## src/rtl/vram_arbiter_pkg.sv

```systemverilog
// Shared definitions for the VRAM arbiter: grant-tag encodings and default widths.
package vram_arbiter_pkg;

    localparam int AWIDTH_DEF = 11;
    localparam int DWIDTH_DEF = 16;

    typedef enum logic [1:0] {
        TAG_NONE   = 2'd0,
        TAG_CPU_RD = 2'd1,
        TAG_CPU_WR = 2'd2,
        TAG_VID    = 2'd3
    } grant_tag_t;

endpackage

```

## src/rtl/vram_arbiter_starve_counter.sv

```systemverilog
// Saturating count of cycles the CPU has been kept off the RAM port;
// hit flags that the limit has been reached.
module arb_starve_counter #(
    parameter int MAX = 8
) (
    input  logic clk,
    input  logic reset,
    input  logic inc,
    input  logic clr,
    output logic hit
);

    localparam int CW = $clog2(MAX + 1);

    logic [CW-1:0] count;

    // NOTE: sequential state uses non-blocking assignment so every flop
    // samples the pre-edge value regardless of block ordering.
    always_ff @(posedge clk) begin
        if (reset || clr) begin
            count <= '0;
        end else if (inc && count != CW'(MAX)) begin
            count <= count + CW'(1);
        end
    end

    assign hit = (count == CW'(MAX));

endmodule

```

## src/rtl/vram_arbiter.sv

```systemverilog
// Single-port VRAM arbiter between CPU bus and VGA scanout; video has priority.
// Optional CPU starvation guard enabled by defining VRAM_ARB_STARVE_EN.
module vram_arbiter
    import vram_arbiter_pkg::*;
#(
    parameter int AWIDTH     = AWIDTH_DEF,
    parameter int DWIDTH     = DWIDTH_DEF,
    parameter int STARVE_MAX = 8
) (
    input  logic              clk,
    input  logic              reset,
    input  logic              cpu_req,
    input  logic              cpu_we,
    input  logic [AWIDTH-1:0] cpu_addr,
    input  logic [DWIDTH-1:0] cpu_wdata,
    output logic              cpu_ack,
    output logic [DWIDTH-1:0] cpu_rdata,
    input  logic              vid_req,
    input  logic [AWIDTH-1:0] vid_addr,
    output logic              vid_gnt,
    output logic              vid_valid,
    output logic [DWIDTH-1:0] vid_rdata,
    output logic [AWIDTH-1:0] ram_addr,
    output logic              ram_we,
    output logic [DWIDTH-1:0] ram_wdata,
    input  logic [DWIDTH-1:0] ram_rdata
);

    logic              vid_grant;
    logic              cpu_grant;
    logic              cpu_pending;
    logic              cpu_force;
    grant_tag_t        tag;
    logic [DWIDTH-1:0] cpu_rdata_q;
    logic [DWIDTH-1:0] vid_rdata_q;

`ifdef VRAM_ARB_STARVE_EN
    logic starve_hit;

    // Cycles spent waiting on an already-served request do not count as starvation.
    arb_starve_counter #(
        .MAX (STARVE_MAX)
    ) u_starve (
        .clk   (clk),
        .reset (reset),
        .inc   (cpu_req && !cpu_grant && !cpu_pending),
        .clr   (cpu_grant),
        .hit   (starve_hit)
    );

    assign cpu_force = starve_hit && cpu_req && !cpu_pending;
`else
    assign cpu_force = 1'b0;
`endif

    assign vid_grant = !reset && vid_req && !cpu_force;
    assign cpu_grant = !reset && cpu_req && !vid_grant && !cpu_pending;
    assign vid_gnt   = vid_grant;
    assign ram_wdata = cpu_wdata;

    // NOTE: every output of a combinational block gets a default first,
    // otherwise an unassigned path infers a latch.
    always_comb begin
        ram_addr = '0;
        ram_we   = 1'b0;
        if (vid_grant) begin
            ram_addr = vid_addr;
        end else if (cpu_grant) begin
            ram_addr = cpu_addr;
            ram_we   = cpu_we;
        end
    end

    always_ff @(posedge clk) begin
        if (reset) begin
            tag         <= TAG_NONE;
            cpu_pending <= 1'b0;
            cpu_rdata_q <= '0;
            vid_rdata_q <= '0;
        end else begin
            cpu_pending <= cpu_grant;
            if (vid_grant) begin
                tag <= TAG_VID;
            end else if (cpu_grant) begin
                tag <= cpu_we ? TAG_CPU_WR : TAG_CPU_RD;
            end else begin
                tag <= TAG_NONE;
            end
            if (tag == TAG_CPU_RD) cpu_rdata_q <= ram_rdata;
            if (tag == TAG_VID)    vid_rdata_q <= ram_rdata;
        end
    end

    // The RAM's own output register supplies the data in the ack cycle; the
    // hold registers keep it afterwards. Reset masks anything still in flight.
    assign cpu_ack   = !reset && (tag == TAG_CPU_RD || tag == TAG_CPU_WR);
    assign vid_valid = !reset && (tag == TAG_VID);
    assign cpu_rdata = reset ? '0 : (tag == TAG_CPU_RD) ? ram_rdata : cpu_rdata_q;
    assign vid_rdata = reset ? '0 : (tag == TAG_VID)    ? ram_rdata : vid_rdata_q;

endmodule

```

## config.mk

```make
export PLATFORM = sky130hd
export DESIGN_NAME = vram_arbiter
export DESIGN_NICKNAME = d
export VERILOG_FILES = /design/src/rtl/vram_arbiter_pkg.sv /design/src/rtl/vram_arbiter_starve_counter.sv /design/src/rtl/vram_arbiter.sv
export SDC_FILE = /design/constraint.sdc
export NUM_CORES = 1
export LEC_CHECK = 0
export CORE_ASPECT_RATIO = 0.75
export CORE_UTILIZATION = 35
export CTS_BUF_LIST = sky130_fd_sc_hd__clkbuf_4
export CTS_CLUSTER_SIZE = 8
export DETAILED_ROUTE_END_ITERATION = 10
export PLACE_DENSITY = 0.82
export SYNTH_ARGS = -nofsm -noshare
export SYNTH_HDL_FRONTEND = slang
export SYNTH_SLANG_ARGS = --single-unit
```

## constraint.sdc

```tcl
create_clock -name clk -period 1.68 [get_ports clk]
set_input_delay 0.336 -clock clk [delete_from_list [all_inputs] [get_ports clk]]
set_output_delay 0.336 -clock clk [all_outputs]
set_load 0.03 [all_outputs]
```

==> results.md <==
* Die Width at 81.3 um
* CTS tree: yes
* Sink Count at 35
* WP data arrival at 1.50 ns
* Relative slew slack at 86.4%
* Post-DRT Antenna Nets at 0
* Top_reg_cell synth: dfxtp_1
* Setup crit start kind: flip-flop
* Core ar. at 0.00449 sq mm
* Worst-path clk slew at 0.10 ns
* Hold Violations, Final at 0
* R2R Setup Slk at 0.49 ns
* Largest family of logic cells by synthesized area: simple AND/OR/NAND/NOR gates
* Cell taking the most area after synthesis: dfxtp_1
* Routed wl met3 at 312 um
* Largest net degree at the start of global routing at 29
* Util after Layout at 63.1%
* Rows at 21
* HP Class: in2reg
* Met2 wire length at 2140 um
* Setup TNS at -4.11 ns
* Highest routed layer: met4
* Final total power at 1.87 mW
* Fraction of synthesized area in multiplexers at 19.4%
* Nets at 318
* Skew final at 0.00349 ns
* Critical Path RT at 1.34 ns
* Largest cells by area after synthesis: dfxtp_1 42%, mux2i_1 19%, buf_4 8.2%
* Final Setup Violations at 35
* All-Layer GR Usage at 15.6%
* VDD IR-drop max at 0.483 mV
* Grt total ovfl at 0
* Initial Utilization at 36.7%
* Max Fclk at 0.546 GHz
* RSZ-0062 raised after global routing: yes
* Top cells by count, synth: 35 x dfxtp_1, 34 x nor2_1, 32 x mux2i_1
* Yosys synthesis warning count at 0
* Status: finished, violations left
* Seq cells post-synth at 35
* Tcrit/Tclk final at 109%
* Max-slew violations at 0
* # fillers at 380
* Antenna diodes at 0
* First-pass GRT wire length at 5950 um
* Hpwl dp at 2830 um
* Skew-Pair Late Insertion Delay at 0.31 ns
* # DRC at 0
* Violated checks: negative setup slack
* PwrDens at 661 mW/mm^2
* Netlist cell types at 20
* Routability congestion estimate at 0.685
* Max Cap Viol at 0
* DR WL/cell at 14.1 um
* Worst Tran Pin Value at 0.200 ns
* Die area at 0.00500 sq mm
* Synth Area in Compound Gates at 3.94%
* Initial antenna violation count at 0
* Average instance area after synthesis at 9.38 sq um
* Synth async-reset ratio at 0%
* Post-Syn Nets at 237
* Die height at 61.5 um
* DRT met1 WL at 1990 um
* CP Launch Point: tag[0]
* Pleak at 1.12 nW
* Max FO, Critical Path at 5
* Num CTS Buffers at 5
* Fraction of the mapped netlist area in adder cells at 1.52%
* Most common cell in the netlist: dfxtp_1
* Crit Reg-Reg Startpoint: tag[1]
* CTS H-tree depth at 2
* Drt first pass iters at 3
* Clock root buffer: clkbuf_4
* Clock period minus worst slack at 1.83 ns
* Area growth from synthesis to layout at 71.7%
* R2r endpoint: cpu_rdata_q[2]
* Max clock buf depth at 2
* R2R depth at 6
* Routed wire length at 4460 um
* Critical path class: reg2out
* Xor-xnor portion of the synthesized cell area at 0%
* Mapped cell area at 0.00165 sq mm
* End point of the critical path: vid_rdata[12]
* DR vias at 1481
* Worst Setup End Kind: output port
* Synth top area share at 42.5%
* Post-Synth Simple-Gate Area at 20.3%
* Drt initial violations at 19
* Final WS setup at -0.152 ns
* Register area share after synthesis at 42.5%
* Post-synth EDFFs at 0
* Port buffer count at 89
* Post-Synthesis Cells at 176
* Number of global-route vias before repair at 1330
* Share of cells above drive strength 1 at 42.2%
* I/O pin cnt at 122
* HP Start: reset
* Via/cell ratio at 4.70
==> cells by family (layout without fill, tap and decap cells) <==
group	after synthesis	count (layout)
flops	35	35
buf+inv	32	114
simple gates	62	62
compound gates	13	13
mux	32	32
fa+ha+maj	2	2
==> layer usage <==
metal  track usage, %  up-vias
li1                 -      742
met1             18.9      683
met2             26.0       54
met3             7.11        2
met4             2.55        0
met5                0        -
==> layout make-up <==
cell class,count,area (sq um),share of cell area [%]
clock buffers,6,45.0,1.59
clock inverters,2,7.51,0.265
inverters,2,7.51,0.265
multi-input cells,109,946,33.4
flip-flops and latches,35,709,25.0
well taps,57,71.3,2.52
repair buffers,104,1050,37.0
==> worst max-delay path: stages (launching register included) <==
cell     delay (ns)
dfxtp_4        0.39
ha_4           0.18
buf_12         0.15
mux2i_2        0.25
nor2_2         0.07
buf_6          0.14
==> state kept, by name (all words and copies together), names as in the netlist <==
register,flops
vid_rdata_q,16
tag,2
cpu_pending,1
cpu_rdata_q,16
==> where the power goes <==
part	internal [mW]	leakage, nW	switching (mW)
sequential	0.865	0.287	0.0168
clock	0.171	0.0307	0.254
combinational	0.288	0.801	0.278
total	1.32	1.12	0.548
==> worst min-delay path by stage <==
stage                           to  slack (ns)  cells past startpoint
floorplan                   tag[1]        0.50                      2
global placement    cpu_rdata_q[6]        0.48                      2
detailed placement  vid_rdata_q[6]        0.49                      2
CTS                    cpu_pending        0.42                      3
global route           cpu_pending        0.45                      3
finish                 cpu_pending        0.47                      3
==> cells in the final DEF, fill, tap and decap left out, drive strengths merged <==
cell type	netlist	layout
dlygate4sd2	0	2
inv	2	2
nand2	11	11
clkinv	0	2
a21oi	13	13
nand4bb	11	11
or3b	1	1
nand3b	1	1
dfxtp	35	35
nand2b	1	1
ha	2	2
nor2	34	34
buf	24	60
clkbuf	6	9
nor2b	1	1
mux2i	32	32
clkdlybuf4s50	0	39
nor4b	1	1
nor3	1	1
==> stage by stage <==
stage	worst slack [ns]	cells	cell area (sq um)	hold WS, ns
after CTS	-0.199	310	2540	0.417
after floorplan	-0.00496	176	1710	0.500
final	-0.152	315	2830	0.468
after detailed placement	-0.163	301	2470	0.493
after global routing	-0.281	315	2830	0.449
after global placement	-0.118	301	2470	0.483
==> timing repair <==
item	CTS	global route
pin swaps	0	5
gates resized for setup	8	45
setup buffers	0	2
cloned	1	3
setup endpoints to repair	45	39
hold buffers	0	0
Note: power is estimated with default switching activity, not from simulation.
